`src/rtl/ad7124_sequencer.sv`:
```
// AD7124 bring-up and conversion readout sequencer driving a shared SPI word engine.
// Issues serial reset, programs CHANNEL_x and ADC_CONTROL, then reads tagged samples on RDY.
module ad7124_sequencer #(
    parameter int          N_CH        = 4,
    parameter logic [15:0] ADC_CTRL    = 16'h04C0,
    parameter int          RST_WAIT    = 4096,
    parameter int          RDY_TIMEOUT = 1000000
) (
    input  logic                 clk,
    input  logic                 resetn,
    input  logic                 enable,
    input  logic [16*N_CH-1:0]   ch_cfg,
    input  logic                 rdy_n,
    output logic                 spi_start,
    output logic [6:0]           spi_len,
    output logic [63:0]          spi_tx,
    input  logic                 spi_busy,
    input  logic                 spi_done,
    input  logic [31:0]          spi_rx,
    output logic [23:0]          dout,
    output logic [3:0]           chan,
    output logic                 valid,
    output logic                 running,
    output logic                 err_timeout
);

    localparam int WW = $clog2(RST_WAIT + 1);
    localparam int TW = $clog2(RDY_TIMEOUT + 1);
    localparam logic [WW-1:0] W_LAST = WW'(RST_WAIT - 1);
    localparam logic [TW-1:0] T_LAST = TW'(RDY_TIMEOUT - 1);
    localparam logic [4:0]    I_LAST = 5'(N_CH - 1);

    typedef enum logic [2:0] {
        IDLE, RST, RST_W, WR_CH, WR_CTRL, WAIT_RDY, RD, ABORT
    } state_t;

    state_t              state;
    logic                rdy_s1, rdy_s2, rdy_prev, outstanding;
    logic [16*N_CH-1:0]  cfg, cfg_sh;
    logic [4:0]          idx;
    logic [WW-1:0]       wcnt;
    logic [TW-1:0]       tcnt;
    logic [6:0]          len_sel;
    logic [63:0]         tx_sel;
    logic                rdy_now;
    logic                unused_rx;

    assign unused_rx = ^spi_rx[7:4];
    assign rdy_now   = !spi_busy && !rdy_s2;
    assign running   = (state == WAIT_RDY) || (state == RD);

    always_comb begin
        len_sel = '0;
        tx_sel  = '0;
        case (state)
            RST:     begin len_sel = 7'd64; tx_sel = '1; end
            WR_CH:   begin len_sel = 7'd24; tx_sel = {8'h09 + {3'b000, idx}, cfg_sh[15:0], 40'h0}; end
            WR_CTRL: begin len_sel = 7'd24; tx_sel = {8'h01, ADC_CTRL, 40'h0}; end
            RD:      begin len_sel = 7'd40; tx_sel = {8'h42, 56'h0}; end
            default: ;
        endcase
    end

    // DOUT/RDY comes straight from the ADC pin, so it is resynchronised before use.
    always_ff @(posedge clk or negedge resetn) begin
        if (!resetn) begin
            rdy_s1 <= 1'b1;
            rdy_s2 <= 1'b1;
        end else begin
            rdy_s1 <= rdy_n;
            rdy_s2 <= rdy_s1;
        end
    end

    always_ff @(posedge clk or negedge resetn) begin
        if (!resetn) begin
            state       <= IDLE;
            outstanding <= 1'b0;
            rdy_prev    <= 1'b0;
            cfg         <= '0;
            cfg_sh      <= '0;
            idx         <= '0;
            wcnt        <= '0;
            tcnt        <= '0;
            spi_start   <= 1'b0;
            spi_len     <= '0;
            spi_tx      <= '0;
            dout        <= '0;
            chan        <= '0;
            valid       <= 1'b0;
            err_timeout <= 1'b0;
        end else begin
            spi_start <= 1'b0;
            valid     <= 1'b0;
            if (state == ABORT) begin
                if (spi_done) begin
                    state       <= IDLE;
                    outstanding <= 1'b0;
                    err_timeout <= 1'b0;
                end
            end else if (!enable && state != IDLE) begin
                // An in-flight transfer must finish before the engine can be reused.
                if (outstanding && !spi_done) begin
                    state <= ABORT;
                end else begin
                    state       <= IDLE;
                    outstanding <= 1'b0;
                    err_timeout <= 1'b0;
                end
            end else begin
                case (state)
                    IDLE: begin
                        if (enable) begin
                            cfg         <= ch_cfg;
                            outstanding <= 1'b0;
                            state       <= RST;
                        end
                    end
                    RST, WR_CH, WR_CTRL, RD: begin
                        if (!outstanding) begin
                            if (!spi_busy) begin
                                spi_start   <= 1'b1;
                                spi_len     <= len_sel;
                                spi_tx      <= tx_sel;
                                outstanding <= 1'b1;
                            end
                        end else if (spi_done) begin
                            outstanding <= 1'b0;
                            case (state)
                                RST: begin
                                    wcnt  <= '0;
                                    state <= RST_W;
                                end
                                WR_CH: begin
                                    cfg_sh <= cfg_sh >> 16;
                                    idx    <= idx + 5'd1;
                                    if (idx == I_LAST) state <= WR_CTRL;
                                end
                                WR_CTRL: begin
                                    tcnt     <= '0;
                                    rdy_prev <= 1'b0;
                                    state    <= WAIT_RDY;
                                end
                                default: begin
                                    dout     <= spi_rx[31:8];
                                    chan     <= spi_rx[3:0];
                                    valid    <= 1'b1;
                                    tcnt     <= '0;
                                    rdy_prev <= 1'b0;
                                    state    <= WAIT_RDY;
                                end
                            endcase
                        end
                    end
                    RST_W: begin
                        if (wcnt == W_LAST) begin
                            idx    <= '0;
                            cfg_sh <= cfg;
                            state  <= WR_CH;
                        end else begin
                            wcnt <= wcnt + 1'b1;
                        end
                    end
                    // Two consecutive ready cycles filter single-cycle glitches on RDY.
                    WAIT_RDY: begin
                        rdy_prev <= rdy_now;
                        if (rdy_prev && rdy_now) begin
                            state <= RD;
                        end else if (tcnt == T_LAST) begin
                            err_timeout <= 1'b1;
                            state       <= RST;
                        end else begin
                            tcnt <= tcnt + 1'b1;
                        end
                    end
                    default: state <= IDLE;
                endcase
            end
        end
    end

endmodule

```
`config.mk`:
```
export PLATFORM = sky130hd
export DESIGN_NAME = ad7124_sequencer
export DESIGN_NICKNAME = d
export VERILOG_FILES = /design/src/rtl/ad7124_sequencer.sv
export SDC_FILE = /design/constraint.sdc
export NUM_CORES = 1
export LEC_CHECK = 0
export BUFFER_PORTS_ARGS = -buffer_cell sky130_fd_sc_hd__buf_2
export CELL_PAD_IN_SITES_DETAIL_PLACEMENT = 1
export CELL_PAD_IN_SITES_GLOBAL_PLACEMENT = 2
export CORE_ASPECT_RATIO = 1.1
export CORE_MARGIN = 5
export CORE_UTILIZATION = 37
export CTS_BUF_LIST = sky130_fd_sc_hd__clkbuf_2
export DETAILED_ROUTE_END_ITERATION = 10
export HOLD_SLACK_MARGIN = 0.12
export PLACE_DENSITY = 0.87
export SLEW_MARGIN = 15
export SYNTH_ARGS = -nofsm -noshare
export SYNTH_HDL_FRONTEND = slang
export SYNTH_SLANG_ARGS = --single-unit
```
`constraint.sdc`:
```
create_clock -name clk -period 2.9 [get_ports clk]
set_input_delay 0.58 -clock clk [delete_from_list [all_inputs] [get_ports clk]]
set_output_delay 0.58 -clock clk [all_outputs]
set_load 0.01 [all_outputs]
```
Word level (Yosys, flattened, before mapping)
Cells that the tools add are included.
W data, S select, Z words.
{ "totals": {"regBits": 275, "latch_bits": 0, "ramBits": 0, "rom_bits": 0, "input_bits": 102, "out_inout_bits": 103, "wordCells": 148, "mem_count": 0} }
{ "op_classes": {"addsub": 4, "n_mul": 0, "n_div": 0, "order_cmp": 0, "eq_ne": 28, "shifts": 0, "muxes": 64, "bitwise": 5, "reduce_logical": 30} }
{ "ops": {"columns": ["op", "n"], "rows": [
  ["$mux W64", 4],
  ["$pmux W64 S4", 1],
  ["$pmux W64 S2", 1],
  ["$mux W20", 5],
  ["$mux W13", 4],
  ["$pmux W20 S2", 1],
  ["$mux W3", 11],
  ["$mux W1", 26],
  ["$pmux W13 S2", 1],
  ["$pmux W7 S3", 1],
  ["$reduce_and A7 Y1", 3],
  ["$add A20 B1 Y20 const B", 1],
  ["$eq A20 B20 Y1 const B", 1],
  ["$mux W5", 4],
  ["$ne A2 B2 Y1 const B", 10],
  ["$ne A4 B4 Y1 const B", 4],
  ["$add A13 B1 Y13 const B", 1],
  ["$eq A13 B12 Y1 const B", 1],
  ["$eq A3 B3 Y1 const B", 4],
  ["$pmux W3 S4", 1],
  ["$reduce_and A6 Y1", 2],
  ["$pmux W5 S2", 1],
  ["$reduce_and A5 Y1", 2],
  ["$reduce_bool A3 Y1", 3],
  ["22 further kinds", 38]
]} }

Longest topological paths before layout
{ "logic_depth": {"depth_word": 8, "ltp_mapped": 9, "mapped_depth_nobuf": 6} }

Worst setup path after synthesis
No wires, ideal clock.
{ "synth_path": {"path_kind": "input -> register", "startpoint": "in spi_done", "endpoint": "reg wcnt[11]", "setup_ns": 0.078, "arrival_time_ns": 2.126, "t_required_ns": 2.822, "path_slack_ns": 0.696, "path_stages": 6, "path_buffers": 1, "cell_sequence": "buf_2 -> nand4b_4 -> a211o_1 -> a211o_4 -> or4_1 -> a21oi_1"} }
{ "synth_between": {"elab_chain_cells": 2} }
{ "synth_rtl": {"columns": ["element", "line", "source"], "rows": [
  ["start, declared", "18", "input logic spi_done,"],
  ["$ne A2 B2 Y1 (no line)", null, null],
  ["$reduce_and A7 Y1 (no line)", null, null],
  ["end signal, assigned", "161", "wcnt <= wcnt + 1'b1;"],
  ["end, declared", "41", "logic [WW-1:0] wcnt;"]
]} }
No other way between the ends.
A chain may end at the register's enable or synchronous reset.

Worst setup path in the final report
{ "layout_path": {"startpoint": "reg state[0]", "endpoint": "out running"} }
{ "layout_between": {"elab_chain_cells": 2, "word_cells_on_any_way": 3, "classes_between": "2 x eq/ne; 1 x reduce/logical"} }
{ "layout_rtl": {"columns": ["element", "line", "source"], "rows": [
  ["start, declared", "37", "state_t state;"],
  ["start signal, assigned", "77", "state <= IDLE;"],
  ["start signal, assigned", "97", "state <= IDLE;"],
  ["start signal, assigned", "104", "state <= ABORT;"],
  ["$eq A3 B3 Y1", "50", "assign running = (state == WAIT_RDY) || (state == RD);"],
  ["$logic_or A1 B1 Y1 (*)", "50", null],
  ["end, declared", "23", "output logic running,"]
]} }
Mark *: on every way between the ends. The rest lies on a longest branch, timed or not.

==> impl_results.md <==
- CP max-delay cell: dfrtp_2
- Tmin final: between 2 and 3 ns
- Die area: 31,700 µm²
- Synth Register Bits: 232
- Worst-path clk slew: 0.10 ns
- Post-Place Cells: 1,423
- 1st-iter DRT viols: 404
- Maximum clock path buffer count: 3
- Post-synth EDFFs: 0
- CP max stage delay: 0.50 ns
- PortBufs: 197
- Final setup fails: 0
- Data arrival, critical path: 2.13 ns
- Area contributors post-synth: dfrtp_1 55%, mux2_2 10%, o21ai_0 4.6%, a21oi_1 3.5%, buf_4 3.1%
- Synth warn: 0
- Area share of fa/ha/maj cells after synthesis: 0.00360
- Vias in the first global route: 9,291
- Pins Over Slew Limit: 0
- Sequential area share after synthesis: 0.557
- Hold Slack: 0.267 ns
- Main combinational cell family by area after synthesis: compound AO/OA/AOI/OAI gates
- Synth-to-Final Area Change: 25.4%
- Initial DRT Pass Iterations: 4
- Post-synth design cell area: 10,400 µm²
- Via count: 8,457
- Main synth FF type: dfrtp_1
- Hold crit path type: input port to async pin
- Post-route ant nets: 0
- Synth Area in Simple Gates: 0.0885
- Most frequent cell after synthesis: dfrtp_1
- Layout cells sized above 1: 0.338
- Critical Path RT: 2.32 ns
- MaxCap Viol Count: 0
- Slew margin rel.: 0.450
- Post-DP HPWL: 18.9 mm
- Compound-Gate Fraction of Synth Area: 0.155
- Final std cells w/o fill: 1,616
- Initial antenna violation count: 2
- Clock net sink count: 232
- Pwr dens: 825 nW/µm²
- Nets@finish: about 1,300
- CTS tree: built
- Global-route wire length before repair: 50.1 mm
- Synth cell types: 64
- WP buf/inv: 2
- Worst vdd ir: around 0.00036 V
- Via density: 5.23
- Initial Utilization: 0.375
- Most instantiated cells after synthesis: 230 x dfrtp_1, 96 x mux2_2, 95 x o21ai_0, 72 x a21oi_1, 48 x nand2_1
- Worst-path maximum fanout: 15
- Crit end category: output port
- WL final: roughly 31 mm
- Startpoint types: flip-flop
- Mean Syn Cell Area: between 10 and 15 µm²
- Setup CP Type: flip-flop to output port
- Outcome: complete, no violations
- Async set-or-reset flop fraction in the synthesized netlist: 1.00
- Fmax: 369 MHz
- # Post-CTS Setup Buffers: 0
- Xor-xnor portion of the synthesized cell area: 0.00672
- DR DRC count: 0
- RSZ-0062 raised after global routing: no
- Grt total ovfl: 0
- Global placement routability congestion: 0.798
- Tightest Pin Transition: between 0.8 and 0.9 ns
- Root buffer cell: clkbuf_2
- Setup TNS: 0 ns
- Clock buffer count from CTS: 57
- WL/cell: 19.5 µm
- Place WS: 0.482 ns
- Hold Vio Cnt, Final: 0
- H-tree Lvls: 2
- Num ports: between 200 and 250
- Leakage: 6.23 nW
- Final worst-path cycle share: 0.934
- Core Footprint: 27,800 µm²
- Chip Width: ~170 µm
- Share of the synthesized area in the top cell type: 0.552
- Multiplexer share of the synthesized area: 0.120
- Row cnt: 64
- CP top delay family: flip-flops
- Largest net degree at the start of global routing: 74
- Worst-Skew Late Latency: 0.87 ns
- CP cell instances: buf_4 -> nand2b_1 -> a21oi_2 -> buf_2
- Overall routing resource usage: 0.196
- Post-synth top area cell: dfrtp_1
- Final worst slack: a little under 0.2 ns
- Syn Inst Count: about 940
- Worst Skew: 0.0585 ns
- Die H: 186 µm
## cell usage in the layout, fill, tap and decap left out, types with 4 or more instances in the layout
cell and n:
a211oi_1 5, a21o_1 8, a21oi_1 71, a22o_1 18, buf_12 4, buf_2 196, buf_4 22, clkbuf_2 77
clkinv_1 11, dfrtp_1 228, dlygate4sd3_1 96, inv_1 42, mux2_2 96, mux2i_1 17, nand2_1 48, nand2b_1 7
nand3_1 16, nand4_1 12, nor2_1 19, nor2b_1 4, nor3_1 5, o211ai_1 7, o21ai_0 95, o22ai_1 32
o31ai_1 12, or3_1 19, or4_1 10, xor2_1 6
## layout make-up
type | instances | area (µm²)
fillers | 3117 | 14700
clock buffers | 77 | 385
repair buffers | 319 | 2200
diodes | 3 | 7.51
flip-flops and latches | 232 | 5810
multi-input cells | 562 | 3930
clock inverters | 17 | 130
well taps | 363 | 454
inverters | 43 | 161
## worst reg2reg max path, cell delays in order, from the launching register on
cell	delay [ns]
dfrtp_1	0.41
ha_1	0.20
nand3_2	0.19
nor4_4	0.42
a21boi_1	0.13
nand2b_2	0.40
buf_12	0.30
a22o_1	0.31
## state kept, by name, indices dropped and copies added, names as in the netlist, 3 cells and up
register / cells
cfg_sh: 64
idx: 5
chan: 4
state: 3
dout: 24
tcnt: 20
cfg: 64
spi_len: 4
wcnt: 13
spi_tx: 24
## through the flow
step	cell area, µm²	power (mW)	utilization
after floorplan	10400	7.25	-
after detailed placement	11600	8.32	0.417
after CTS	13100	10.7	0.471
after global placement	11600	8.13	0.417
after global routing	13100	11.5	0.471
final	13100	10.8	0.471
## report_power, final
group	switching (mW)	internal, mW	total [mW]	leakage [nW]
Sequential	0.773	4.25	5.02	2.90
Clock	1.39	0.905	2.30	0.385
Combinational	1.85	1.62	3.47	2.94
Total	4.02	6.77	10.8	6.23
## routing by layer
metal / vias up / GRT usage / part of all wire
li1: 3917 / - / -
met1: 4243 / 0.234 / 0.40
met2: 237 / 0.349 / 0.52
met3: 60 / 0.0376 / 0.048
met4: 0 / 0.0780 / 0.030
met5: - / 0 / 0
## final timing paths
path / start / end / slack (ns) / cells after the start
max in group asynchronous: resetn / cfg_sh[28] / 1.77 / 3
worst min-delay path: resetn / tcnt[5] / 0.27 / 2
min in group clk: spi_done / err_timeout / 0.27 / 3
worst max register to register: wcnt[0] / cfg_sh[63] / 0.41 / 7
worst min register to register: rdy_s1 / rdy_s2 / 0.37 / 0
worst max-delay path: state[0] / running / 0.19 / 4
## logic make-up after synthesis
group                    count (synthesis)
buffers and inverters                  143
flip-flops                             232
multiplexers                           113
AND/OR/NAND/NOR                        167
XOR/XNOR                                 8
other                                    1
AO/OA/AOI/OAI                          268
adder cells (fa/ha/maj)                  3
## what timing repair did
item,in CTS,in global routing
hold buffers,96,0
setup endpoints to repair,1,1
gates resized for setup,1,2
hold endpoints to repair,177,0
(Power assumes the default switching activity.)
